### src/rtl/pipe_ctrl_pkg.sv
// Shared definitions for the pipeline stall/flush controller: stall-vector
// layout, divide-sequencer state encoding and the NOP register address.
package pipe_ctrl_pkg;

  localparam int STALL_W   = 6;
  localparam int STALL_PC  = 0;
  localparam int STALL_IF  = 1;
  localparam int STALL_ID  = 2;
  localparam int STALL_EX  = 3;
  localparam int STALL_MEM = 4;
  localparam int STALL_WB  = 5;

  localparam logic [STALL_W-1:0] STALL_NONE   = 6'b000000;
  localparam logic [STALL_W-1:0] STALL_ID_LVL = 6'b000111;
  localparam logic [STALL_W-1:0] STALL_EX_LVL = 6'b001111;

  localparam logic [4:0] NOP_ADDR = 5'd0;

  typedef enum logic [1:0] {
    DIV_IDLE  = 2'b00,
    DIV_BUSY  = 2'b01,
    DIV_ABORT = 2'b10
  } div_state_e;

  // A source operand collides with a pending load destination.
  function automatic logic load_use_hit(
    input logic       is_load,
    input logic       we,
    input logic [4:0] waddr,
    input logic       re1,
    input logic [4:0] raddr1,
    input logic       re2,
    input logic [4:0] raddr2
  );
    return is_load & we & (waddr != NOP_ADDR) &
           ((re1 & (raddr1 == waddr)) | (re2 & (raddr2 == waddr)));
  endfunction

endpackage

### src/rtl/pipe_div_seq.sv
// Multi-cycle divide sequencer: IDLE/BUSY/ABORT FSM with a timeout watchdog
// that aborts the operation after DIV_TIMEOUT BUSY cycles.
module pipe_div_seq
  import pipe_ctrl_pkg::*;
#(
  parameter int DIV_TIMEOUT = 40
) (
  input  logic clk,
  input  logic rst,
  input  logic div_start,
  input  logic div_done,
  input  logic flush_req,
  output logic div_busy_o,
  output logic div_abort_o,
  output logic div_stall_o
);

  localparam logic [7:0] TIMEOUT_LAST = 8'(DIV_TIMEOUT - 1);

  div_state_e r_state;
  logic [7:0] r_cnt;

  // NOTE: sequential state uses non-blocking assignments so every register
  // samples the pre-edge values regardless of statement order.
  always_ff @(posedge clk or posedge rst) begin
    if (rst) begin
      r_state <= DIV_IDLE;
      r_cnt   <= '0;
    end else begin
      case (r_state)
        DIV_IDLE: begin
          if (div_start) begin
            r_state <= DIV_BUSY;
            r_cnt   <= '0;
          end
        end
        DIV_BUSY: begin
          r_cnt <= r_cnt + 8'd1;
          // A flush kills the divide even if its result lands this cycle.
          if (flush_req)                   r_state <= DIV_ABORT;
          else if (div_done)               r_state <= DIV_IDLE;
          else if (r_cnt == TIMEOUT_LAST)  r_state <= DIV_ABORT;
        end
        DIV_ABORT: r_state <= DIV_IDLE;
        default:   r_state <= DIV_IDLE;
      endcase
    end
  end

  assign div_busy_o  = (r_state == DIV_BUSY);
  assign div_abort_o = (r_state == DIV_ABORT);
  assign div_stall_o = ((r_state == DIV_IDLE) & div_start) |
                       ((r_state == DIV_BUSY) & ~div_done);

endmodule

### src/rtl/pipe_ctrl.sv
// Pipeline stall/flush controller: load-use detection, stall priority mux and
// optional stall-cycle counter (enabled by `PIPE_CTRL_PERF_EN).
module pipe_ctrl
  import pipe_ctrl_pkg::*;
#(
  parameter int DIV_TIMEOUT = 40
) (
  input  logic               clk,
  input  logic               rst,
  input  logic               stallreq_id,
  input  logic               stallreq_ex,
  input  logic               id_reg1_re,
  input  logic [4:0]         id_raddr1,
  input  logic               id_reg2_re,
  input  logic [4:0]         id_raddr2,
  input  logic               ex_is_load,
  input  logic               ex_we,
  input  logic [4:0]         ex_waddr,
  input  logic               div_start,
  input  logic               div_done,
  input  logic               flush_req,
  output logic [STALL_W-1:0] stall_o,
  output logic               flush_o,
  output logic               div_busy_o,
  output logic               div_abort_o,
  output logic [31:0]        stall_cycles_o
);

  logic w_hazard;
  logic w_div_stall;
  logic w_ex_req;
  logic w_id_req;

  pipe_div_seq #(
    .DIV_TIMEOUT (DIV_TIMEOUT)
  ) u_div_seq (
    .clk         (clk),
    .rst         (rst),
    .div_start   (div_start),
    .div_done    (div_done),
    .flush_req   (flush_req),
    .div_busy_o  (div_busy_o),
    .div_abort_o (div_abort_o),
    .div_stall_o (w_div_stall)
  );

  assign w_hazard = load_use_hit(ex_is_load, ex_we, ex_waddr,
                                 id_reg1_re, id_raddr1, id_reg2_re, id_raddr2);
  assign w_ex_req = stallreq_ex | w_div_stall;
  assign w_id_req = stallreq_id | w_hazard;

  // NOTE: stall_o gets a default before the priority chain so no path
  // leaves it unassigned and no latch is inferred.
  always_comb begin
    stall_o = STALL_NONE;
    if (flush_req)     stall_o = STALL_NONE;
    else if (w_ex_req) stall_o = STALL_EX_LVL;
    else if (w_id_req) stall_o = STALL_ID_LVL;
  end

  assign flush_o = flush_req;

`ifdef PIPE_CTRL_PERF_EN
  logic [31:0] r_stall_cycles;

  always_ff @(posedge clk or posedge rst) begin
    if (rst)
      r_stall_cycles <= '0;
    else if (stall_o[STALL_PC] && (r_stall_cycles != 32'hFFFF_FFFF))
      r_stall_cycles <= r_stall_cycles + 32'd1;
  end

  assign stall_cycles_o = r_stall_cycles;
`else
  assign stall_cycles_o = '0;
`endif

endmodule

### config.mk
export PLATFORM = sky130hd
export DESIGN_NAME = pipe_ctrl
export DESIGN_NICKNAME = d
export VERILOG_FILES = /design/src/rtl/pipe_ctrl_pkg.sv /design/src/rtl/pipe_div_seq.sv /design/src/rtl/pipe_ctrl.sv
export SDC_FILE = /design/constraint.sdc
export NUM_CORES = 1
export LEC_CHECK = 0
export CAP_MARGIN = 30
export CORE_MARGIN = 1
export CORE_UTILIZATION = 55
export DETAILED_ROUTE_END_ITERATION = 10
export DONT_BUFFER_PORTS = 1
export PLACE_DENSITY = 0.71
export RECOVER_POWER = 25
export SYNTH_ARGS = -nofsm -noshare
export SYNTH_HDL_FRONTEND = slang
export SYNTH_HIERARCHICAL = 1
export SYNTH_SLANG_ARGS = --single-unit
### constraint.sdc
create_clock -name clk -period 2 [get_ports clk]
set_input_delay 0.2 -clock clk [delete_from_list [all_inputs] [get_ports clk]]
set_output_delay 0.2 -clock clk [all_outputs]
set_load 0.005 [all_outputs]
# After elaboration in Yosys (flattened, before gate mapping)

Index checks and enable logic that the tools add are counted.
Widths: inputs -> output; s select.

Add/sub/neg operators: 1
$mul: 0
Div/mod/pow operators: 0
Magnitude comparators: 0
Equality and inequality tests: 7
Shifts and indexed selects: 0
Muxes and demuxes: 10
Bitwise operators: 12
Reduce and logical (&&, ||, !) cells: 5

Operators with widths:

| cell                | count |
|---|---|
| $pmux 8 s2          | 1 |
| $eq 5x5->1          | 2 |
| $add 8x1->8 const B | 1 |
| $eq 8x6->1 const B  | 1 |
| $mux 2              | 4 |
| $mux 4              | 2 |
| $mux 8              | 1 |
| $and 1x1->1         | 7 |
| $reduce_bool 5->1   | 1 |
| $ne 4x3->1 const B  | 1 |
| $or 1x1->1          | 4 |
| $pmux 2 s2          | 1 |
| $reduce_and 2->1    | 2 |
| $mux 3              | 1 |
| $eq 2x1->1 const B  | 1 |
| $eq 2x2->1 const B  | 1 |
| $logic_not 2->1     | 1 |
| $ne 2x2->1 const B  | 1 |
| $reduce_bool 2->1   | 1 |
| $not 1->1           | 1 |

Flip-flop bits (word level): 10
Latch bits: 0
Bits in writable memories: 0
Bits in read-only memories: 0
Output and inout port bits: 41
Word-level logic and storage cells: 37
Memories kept: 0

# Logic depth before layout (Yosys ltp)

Gate-level depths: netlist of run 1.

Depth in word-level cells: 8
Depth in mapped cells: 6

# Modules after synthesis

Netlist of run 1, hierarchy kept.

By module, submodules not included:

| module       | instances | cells each | area each (um^2) |
|---|---|---|---|
| pipe_div_seq | 1         | 49         | 508.0 |
| pipe_ctrl    | 1         | 59         | 435.4 |

# Least setup slack after synthesis of run 1

Ideal clock, no wire load.

Path type: register to output
Start point: register u_div_seq.r_state[1]
End point: output port stall_o[1]
Arrival: 1461 ps
Data required time: 1800 ps
Setup slack: 339 ps
Stages on the path, launching flop included: 7
Path buffers: 2
Cell sequence: dfrtp_1 > or3b_1 > buf_2 > o21ai_0 > nor3_1 > o22ai_1 > buf_4

Longest elaborated chain between the ends: 6

RTL lines:

| what                                                 | RTL line                               | source |
|---|---|---|
| start: declaration                                   | pipe_div_seq.sv:20                     | `div_state_e r_state;` |
| start signal: assignment                             | pipe_div_seq.sv:27                     | `r_state <= DIV_IDLE;` |
| start signal: assignment                             | pipe_div_seq.sv:33                     | `r_state <= DIV_BUSY;` |
| start signal: assignment                             | pipe_div_seq.sv:40                     | `if (flush_req) r_state <= DIV_ABORT;` |
| $eq 2x1->1 / $logic_not 2->1 (equally long branches) | pipe_div_seq.sv:53, pipe_div_seq.sv:52 |  |
| $and 1x1->1 (on tied branches)                       | pipe_div_seq.sv:53, pipe_div_seq.sv:52 |  |
| $or 1x1->1 (*)                                       | pipe_div_seq.sv:52                     | `assign div_stall_o = ((r_state == DIV_IDLE) & div_start) \|` |
| net w_div_stall                                      | pipe_ctrl.sv:30                        | `logic w_div_stall;` |
| $or 1x1->1 (*)                                       | pipe_ctrl.sv:49                        | `assign w_ex_req = stallreq_ex \| w_div_stall;` |
| $mux 4 (*)                                           | pipe_ctrl.sv:57                        | `else if (w_ex_req) stall_o = STALL_EX_LVL;` |
| $mux 4 (*)                                           | pipe_ctrl.sv:56                        | `if (flush_req) stall_o = STALL_NONE;` |
| end: declaration                                     | pipe_ctrl.sv:22                        | `output logic [STALL_W-1:0] stall_o,` |

The timed path passes the listed nets; every way through them passes the cells marked *.

# Final worst setup path of run 1

Ends and elaborated chain as after synthesis.

==> results.txt, run 1 <==
status: finished with violations
failing checks: DRC
die area: 1880 um^2
DRT Pass-1 Iters: 7
vias in the first global route: 564
Critical Path AT: 1.67 ns
Initial Util: 60.5%
Hold Crit Class: in -> reg
synth warn: 6
leak pwr: 0.445 nW
Max Cap Viol: 0
XOR/XNOR Fraction of Synth Area: 9.28%
wire length per cell: 11.7 um
CTS sink count: 10
DR vias/cell: 5.27
EDFF count, synth: 0
fillers: 147
gpl congestion: 0.746
Mapped Avg Cell Area: 8.74 um^2
Final Hold Viols: 0
CP Launch Type: flip-flop
post-route antenna net violation count: 0
Compound-Gate Fraction of Synth Area: 12.2%
Nets: 136
CTS Buf Count: 3
Ant. Diodes: 0
Peak VDD IR: 0.000498 V
Netlist cell types: 35
Post-Syn Area: 943 um^2
IO Port Bufs: 0
post-route minimum period: 1.87 ns
max-slew violation count: 0
asr flop ratio synth: 100%
post-synthesis adder-cell area fraction: 1.33%
sequential area share after synthesis: 26.5%
CTS tree: yes
crit path kind: reg -> out
Fin Clk Skew: 0.00868 ns
RSZ-0062 raised after global routing: no
DRC violations left: 4
Area growth, synth to finish: -9.55%
total track usage: 16.5%
ratio of cells with drive above 1 in the final layout: 6.48%
R2R setup slack: 0.65 ns
simple logic cell fraction of the synthesized area: 16.4%
first-pass GRT wire length: 2320 um
RR Endpoint: u_div_seq/r_cnt[6]
critical path capture point type: output port
Worst R2R Start: u_div_seq/r_cnt[0]
Core ar.: 1560 um^2
fin crit share: 93.6%
H-tree Lvls: 1
largest family of logic cells by synthesized area: buffers and inverters
worst-case clock buffer depth: 2
Setup violations, final: 0
hold wc startpoint: flush_req
synthesized flop and latch total: 10
grt ovf: 0
Vias: 654
most used flip-flop cell after synthesis: dfrtp_1
final WL: 1450 um
# rows: 14
largest net degree at the start of global routing: 11
hold_buf cts: 1
Cells after Synth: 108
Layout Utilization: 54.7%
I/O pins: 67
Clock Tree Root: clkbuf_4
Clock Pin Slew Worst Setup and Hold Paths: 0.06 ns
Fmax: 0.534 GHz
initial drt markers: 17
Worst EP required: 1.80 ns
hold path depth: 1
Crit Path Max Fanout: 9
Die Span Y: 43.4 um
PD cells: 674 nW/um^2
CTS resizes: 0
Worst-Skew Late Latency: 0.27 ns
R2R depth: 4
Seq. cell area: 250 um^2
Final HPWL DP: 1190 um
mux share of post-synthesis cell area: 2.12%
setup bufs post-CTS: 0
Multi-input gate area: 518 um^2
Die Width: 43.4 um
antenna violations before repair: 0
setup TNS: 0 ns
hold endpoint: u_div_seq/r_state[0]
[cells in the mapped netlist, types with 2 or more instances]
cell type  number  area share [%]
buf_2           2             1.1
buf_4          37              29
dfrtp_1        10              27
inv_1           3             1.2
mux2i_1         2             2.1
nand2_1         5             2.0
nand3_1         4             2.1
nor2_1          3             1.2
nor4_1          2             1.3
o211ai_1        2             1.6
o21ai_0         3             1.6
o31ai_1         2             1.6
o41ai_1         2             1.9
or4_1           2             1.6
xnor2_1         2             1.9
xor2_1          8             7.4
[critical path, stage by stage (launching register included)]
cell and delay, ns:
dfrtp_1 0.40, nand2b_1 0.27, o21ai_0 0.32, nor3_1 0.09
o22ai_1 0.33
[how the worst max path moves through the flow]
stage / slack, ns / depth (start not counted) / start / end
floorplan: 0.34 / 6 / u_div_seq/r_state[1] / stall_o[1]
global placement: 0.47 / 4 / u_div_seq/r_state[1] / stall_o[0]
finish: 0.13 / 4 / u_div_seq/r_state[1] / stall_o[1]
detailed placement: 0.41 / 4 / u_div_seq/r_state[1] / stall_o[0]
CTS: 0.12 / 4 / u_div_seq/r_state[1] / stall_o[0]
global route: 0.02 / 4 / u_div_seq/r_state[1] / stall_o[1]
[metal layers]
layer  GRT usage, %  routed length [um]  vias up
li1               -                   -      304
met1           20.4                 584      304
met5              0                   0        -
met4           3.75                   0        0
met3           4.17                 122        0
met2           29.1                 745       46
[where the power goes]
part | switching [W] | internal (W)
Clock | 0.0000709 | 0.000110
Sequential | 0.0000294 | 0.000231
Combinational | 0.0000811 | 0.0000525
[cells by family after synthesis]
logic type,count (synthesis)
compound gates,16
xor+xnor,10
fa+ha+maj,1
buf+inv,42
flops,10
mux,2
other cells,1
simple gates,26
[stage by stage]
stage | hold WS, ns | worst slack [ns] | instances | total power [W] | instance area (um^2)
6_report | 0.0318 | 0.128 | 124 | 0.000575 | 853
4_1_cts | 0.0260 | 0.120 | 124 | 0.000578 | 853
5_1_grt | 0.0244 | 0.0189 | 124 | 0.000621 | 853
2_1_floorplan | 0.0402 | 0.339 | 141 | 0.000423 | 1070
3_3_place_gp | 0.0879 | 0.473 | 119 | 0.000390 | 807
3_5_place_dp | 0.0929 | 0.413 | 119 | 0.000394 | 807
[cell type report]
type | instances | area share, %
repair buffers | 2 | 2.05
multi-input cells | 89 | 60.7
inverters | 3 | 1.32
well taps | 16 | 2.35
flip-flops and latches | 10 | 29.3
clock buffers | 4 | 4.25
[flip-flops by register name (all words and copies together) (netlist names)]
name	flops
u_div_seq/r_cnt	8
u_div_seq/r_state	2
[layout by cell type, fill, tap and decap left out, drive strengths merged, types with 2 or more instances in the layout]
| master | instances |
|---|---|
| clkbuf | 4 |
| conb | 34 |
| dfrtp | 10 |
| inv | 3 |
| mux2i | 2 |
| nand2 | 5 |
| nand3 | 4 |
| nor2 | 3 |
| nor3 | 2 |
| nor4 | 2 |
| o211ai | 2 |
| o21ai | 3 |
| o31ai | 2 |
| o41ai | 2 |
| or4 | 2 |
| xnor2 | 2 |
| xor2 | 8 |
(Power assumes the default switching activity.)
==> run 2, diff against run 1 <==
--- a/config.mk
+++ b/config.mk
@@ -5,12 +5,13 @@
 export SDC_FILE = /design/constraint.sdc
 export NUM_CORES = 1
 export LEC_CHECK = 0
+export ABC_AREA = 1
+export BUFFER_PORTS_ARGS = -buffer_cell sky130_fd_sc_hd__buf_4
 export CAP_MARGIN = 30
 export CORE_MARGIN = 1
-export CORE_UTILIZATION = 55
+export CORE_UTILIZATION = 43
 export DETAILED_ROUTE_END_ITERATION = 10
-export DONT_BUFFER_PORTS = 1
-export PLACE_DENSITY = 0.71
+export PLACE_DENSITY = 0.8
 export RECOVER_POWER = 25
 export SYNTH_ARGS = -nofsm -noshare
 export SYNTH_HDL_FRONTEND = slang
==> results.txt, run 2 <==
status: finished, final reports clean
CP bufs+invs: 1
gpl congestion: 0.851
H-tree Lvls: 1
Clock Pin Slew Worst Setup and Hold Paths: 0.06 ns
Netlist cell types: 20
total track usage: 15.6%
combinational cell fraction of total power: 40.9%
Int Pwr: 0.000427 W
wire length per cell: 8.33 um
first-pass GRT wire length: 3240 um
Crit Path Max Fanout: 8
Ant. Diodes: 0
max reg flops: 8
PD cells: 560 nW/um^2
Mapped Avg Cell Area: 6.16 um^2
fin crit share: 85.2%
antenna violations before repair: 0
CTS sink count: 10
commonest non-fill, non-tap cell in the layout: nand2_1
post-synth top area share: 25.6%
fillers: 230
largest registers: u_div_seq/r_cnt x8, u_div_seq/r_state x2
CP max stage delay: 0.41 ns
Net Switching: 0.000264 W
worst-case clock buffer depth: 2
CTS Buf Count: 3
RSZ-0062 raised after global routing: no
DRT Pass-1 Iters: 4
Post-synth top cells: 52 x nand2_1, 37 x buf_4, 23 x inv_1
# rows: 17
EDFF count, synth: 0
Area growth, synth to finish: 13.8%
Cells after Synth: 176
Final Hold Viols: 0
setup TNS: 0 ns
ratio of cells with drive above 1 in the final layout: 22.1%
sw frac: 38.2%
initial drt markers: 21
most used flip-flop cell after synthesis: dfrtp_1
Vias: 1009
Top reg by flops: u_div_seq/r_cnt
Cell Chain, Critical Path: nor2_1, nand2_2, o21ai_0, nor3_1, a21oi_2, buf_4
sequential area share after synthesis: 23.1%
Top Family by Delay on Critical Path: simple AND/OR/NAND/NOR gates
final instance area: 1230 um^2
grt ovf: 0
Core ar.: 2300 um^2
most common cell in the synthesized netlist: nand2_1
Setup violations, final: 0
Clk pwr share: 19.1%
max-slew violation count: 0
Critical Path AT: 1.50 ns
Worst-Skew Late Latency: 0.26 ns
IO Port Bufs: 32
Worst EP required: 1.80 ns
Hold Crit Class: in -> reg
Fin Clk Skew: 0.00750 ns
die area: 2730 um^2
most frequent cells in the layout: 52 x nand2_1, 34 x conb_1, 30 x buf_4, 23 x inv_1, 18 x nor2_1
Fin Hold WS: 0.205 ns
post-route antenna net violation count: 0
Placed Area: 1210 um^2
synthesized flop and latch total: 10
Die Span Y: 52.2 um
leak pwr: 0.766 nW
Post-Syn Area: 1080 um^2
setup bufs post-CTS: 0
DRC violations left: 0
Seq pwr share: 39.9%
asr flop ratio synth: 100%
Initial Util: 47.2%
CTS tree: yes
DR vias/cell: 4.28
Final HPWL DP: 1630 um
critical path capture point type: output port
Nets: 237
Max Cap Viol: 0
final WL: 1970 um
largest area contributor in the netlist: buf_4
post-route minimum period: 1.70 ns
vias in the first global route: 833
CP Launch Type: flip-flop
Peak VDD IR: 0.000355 V
I/O pins: 67
Die Width: 52.2 um
Clock Tree Root: clkbuf_4
Fmax: 0.587 GHz
synth top area cells: buf_4 26%, dfrtp_1 23%, nand2_1 18%
crit path kind: reg -> out
synth warn: 6
largest net degree at the start of global routing: 11
slowest CP cell: dfrtp_1
run 2: changes by cell type after synthesis, sizes merged, moves of 3 or more:
cell,before,now
a21oi,1,4
inv,3,27
nand2,5,54
nand3,4,8
nor2,3,22
o21ai,3,6
xor2,8,0
run 2: cell families after synthesis:
kind of cell	Yosys count	synth area share, %
AOI/OAI and AO/OA	10	4.96
adders and majority gates	1	1.15
buffers and inverters	64	35.2
DFF	10	23.1
other	1	0.346
and+or+nand+nor	90	35.3
run 2: cell type report:
cell class                      count  area [um^2]  share of cell area, %
Inverter                           27          104                   8.41
Multi-Input combinational cell    135          577                   46.7
Sequential cell                    10          250                   20.3
Tap cell                           28         35.0                   2.84
Clock buffer                        3         22.5                   1.82
Timing Repair Buffer               33          246                   20.0
run 2: metrics by stage:
stage          total power (W)  util, %  cells  worst slack, ns
6_report              0.000691     53.8    236            0.295
3_5_place_dp          0.000560     52.5    232            0.572
5_1_grt               0.000746     53.8    236            0.160
2_1_floorplan         0.000503        -    209            0.666
3_3_place_gp          0.000551     52.5    232            0.614
4_1_cts               0.000697     53.9    236            0.272
run 2: power groups by stage:
stage	clock network [W]	logic (W)	registers, W
2_1_floorplan	0	0.000231	0.000272
3_3_place_gp	0	0.000275	0.000276
3_5_place_dp	0	0.000281	0.000279
4_1_cts	0.000139	0.000283	0.000275
5_1_grt	0.000146	0.000320	0.000280
6_report	0.000132	0.000283	0.000276
run 2: worst reg2reg max path, stage by stage, from the launching register on:
cell	delay [ns]
dfrtp_1	0.40
ha_1	0.22
nand2_1	0.14
inv_1	0.07
nor2_1	0.07
o21ai_0	0.12
o21ai_1	0.10
run 2: layer usage:
metal / GRT usage, % / share of wire, %
met3: 4.06 / 6.6
met1: 18.9 / 44
met5: 0 / 0
met4: 2.19 / 0.25
met2: 28.2 / 49
run 2: path summary, 6_finish.rpt:
kind                                 startpoint                   end  slack, ns  cells past startpoint
min in group asynchronous                   rst    u_div_seq/r_cnt[6]       0.48                      3
hold reg to reg              u_div_seq/r_cnt[0]    u_div_seq/r_cnt[0]       0.51                      1
setup reg to reg             u_div_seq/r_cnt[0]    u_div_seq/r_cnt[2]       0.79                      6
setup / recovery           u_div_seq/r_state[0]            stall_o[0]       0.30                      6
max in group asynchronous                   rst    u_div_seq/r_cnt[4]       1.24                      3
hold / removal                         div_done  u_div_seq/r_state[0]       0.20                      4
run 2: timing repair:
| action | 4_1_cts | 5_1_grt |
|---|---|---|
| hold buffers | 1 | 0 |
| hold endpoints to repair | 10 | 0 |
| resized for setup | 0 | 0 |
==> run 3, diff against run 2 <==
--- a/config.mk
+++ b/config.mk
@@ -11,7 +11,7 @@
 export CORE_MARGIN = 1
 export CORE_UTILIZATION = 43
 export DETAILED_ROUTE_END_ITERATION = 10
-export PLACE_DENSITY = 0.8
+export PLACE_DENSITY = 0.92
 export RECOVER_POWER = 25
 export SYNTH_ARGS = -nofsm -noshare
 export SYNTH_HDL_FRONTEND = slang
==> results.txt, run 3 (synthesized netlist as in run 2, its figures left out) <==
CP Launch Type: flip-flop
R2R depth: 6
Top reg by flops: u_div_seq/r_cnt
CTS resizes: 0
Clk pwr share: 19.1%
RR Endpoint: u_div_seq/r_cnt[2]
CP max stage delay: 0.38 ns
Fin Clk Skew: 0.0109 ns
Initial Util: 47.2%
largest registers: u_div_seq/r_cnt x8, u_div_seq/r_state x2
Met1 Wirelength: 840 um
Crit. path cell count: 6
ratio of cells with drive above 1 in the final layout: 22.1%
final WL: 1950 um
Clock Pin Slew Worst Setup and Hold Paths: 0.06 ns
Fmax: 0.588 GHz
# rows: 17
Top Family by Delay on Critical Path: compound AO/OA/AOI/OAI gates
fin crit share: 85.0%
gpl congestion: 0.907
Ant. Diodes: 0
Seq pwr share: 40.2%
Worst-Skew Late Latency: 0.26 ns
Worst R2R Start: u_div_seq/r_cnt[0]
setup bufs post-CTS: 0
routed wl met3: 102 um
DRC violations left: 0
max-slew violation count: 0
grt ovf: 0
die area: 2730 um^2
Core ar.: 2300 um^2
Multi-input gate area: 577 um^2
wire length per cell: 8.28 um
DRT Pass-1 Iters: 4
first-pass GRT wire length: 3310 um
worst-case clock buffer depth: 2
combinational cell fraction of total power: 40.6%
Cell Chain, Critical Path: inv_1, nand2_4, o21ai_0, nor3_1, a21oi_2, buf_4
CP bufs+invs: 2
I/O pins: 67
Setup violations, final: 0
PD cells: 555 nW/um^2
H-tree Lvls: 1
most frequent cells in the layout: 52 x nand2_1, 34 x conb_1, 30 x buf_4, 23 x inv_1, 18 x nor2_1
commonest non-fill, non-tap cell in the layout: nand2_1
CTS sink count: 10
Area growth, synth to finish: 13.8%
total track usage: 16.3%
Critical Path AT: 1.50 ns
CTS Buf Count: 3
RSZ-0062 raised after global routing: no
Fin Hold WS: 0.216 ns
R2R setup slack: 0.85 ns
Hold Crit Class: in -> reg
crit path kind: reg -> out
setup TNS: 0 ns
Net Switching: 0.000258 W
initial drt markers: 16
Critical path destination: stall_o[0]
Crit Path Max Fanout: 7
CTS tree: yes
leak pwr: 0.766 nW
Final HPWL DP: 1660 um
critical path capture point type: output port
largest net degree at the start of global routing: 11
Top Layer Used: met4
Worst EP required: 1.80 ns
DR vias/cell: 4.20
max reg flops: 8
post-route antenna net violation count: 0
Peak VDD IR: 0.000316 V
met2 WL: 992 um
slowest CP cell: dfrtp_1
fillers: 231
Vias: 991
Die Width: 52.2 um
vias in the first global route: 809
antenna violations before repair: 0
Int Pwr: 0.000427 W
Max Cap Viol: 0
Setup crit start: u_div_seq/r_state[1]
Seq. cell area: 250 um^2
Final Hold Viols: 0
Nets: 237
Clock Tree Root: clkbuf_4
IO Port Bufs: 32
status: finished, final reports clean
post-route minimum period: 1.70 ns
Die Span Y: 52.2 um
sw frac: 37.6%
run 3: worst min-delay path, delay by kind of cell:
| family | cells | cell delay, ns |
|---|---|---|
| buffers and inverters | 1 | 0.10 |
| and+or+nand+nor | 3 | 0.14 |
run 3: power groups by stage:
stage                     Clock (W)  Sequential (W)  Combinational, W
after detailed placement          0        0.000279          0.000277
after global placement            0        0.000277          0.000272
final                      0.000131        0.000275          0.000278
after global routing       0.000151        0.000280          0.000327
after CTS                  0.000138        0.000275          0.000279
after floorplan                   0        0.000272          0.000231
run 3: final cells by class:
class / instances / share of cell area [%]
Multi-Input combinational cell: 135 / 46.7
Sequential cell: 10 / 20.3
Timing Repair Buffer: 33 / 20.0
Inverter: 27 / 8.41
Tap cell: 28 / 2.84
Clock buffer: 3 / 1.82
run 3: worst min path at each step:
| stage | startpoint | endpoint | slack, ns | cells past startpoint |
|---|---|---|---|---|
| after floorplan | rst | u_div_seq/r_cnt[0] | 0.04 | 1 |
| after global placement | rst | u_div_seq/r_cnt[6] | 0.20 | 2 |
| after detailed placement | rst | u_div_seq/r_state[0] | 0.21 | 2 |
| after CTS | div_done | u_div_seq/r_state[0] | 0.20 | 4 |
| after global routing | div_done | u_div_seq/r_state[0] | 0.24 | 4 |
| final | div_done | u_div_seq/r_state[0] | 0.22 | 4 |
run 3: through the flow:
step	utilization [%]	cell area [um^2]	worst slack (ns)	cells	total power, W
floorplan	-	1210	0.666	209	0.000503
global placement	52.5	1210	0.617	232	0.000548
detailed placement	52.5	1210	0.567	232	0.000556
CTS	53.9	1240	0.270	236	0.000693
global route	53.8	1230	0.159	236	0.000757
finish	53.8	1230	0.300	236	0.000685
run 3: what timing repair did:
action	in CTS	in global routing
endpoints found under the hold margin	10	0
endpoints found under the setup margin	0	0
hold buffers	1	0
run 3: routing by layer:
metal,vias up,GRT usage [%]
li1,522,-
met1,427,19.0
met2,40,29.9
met3,2,3.48
met4,0,3.95
met5,-,0
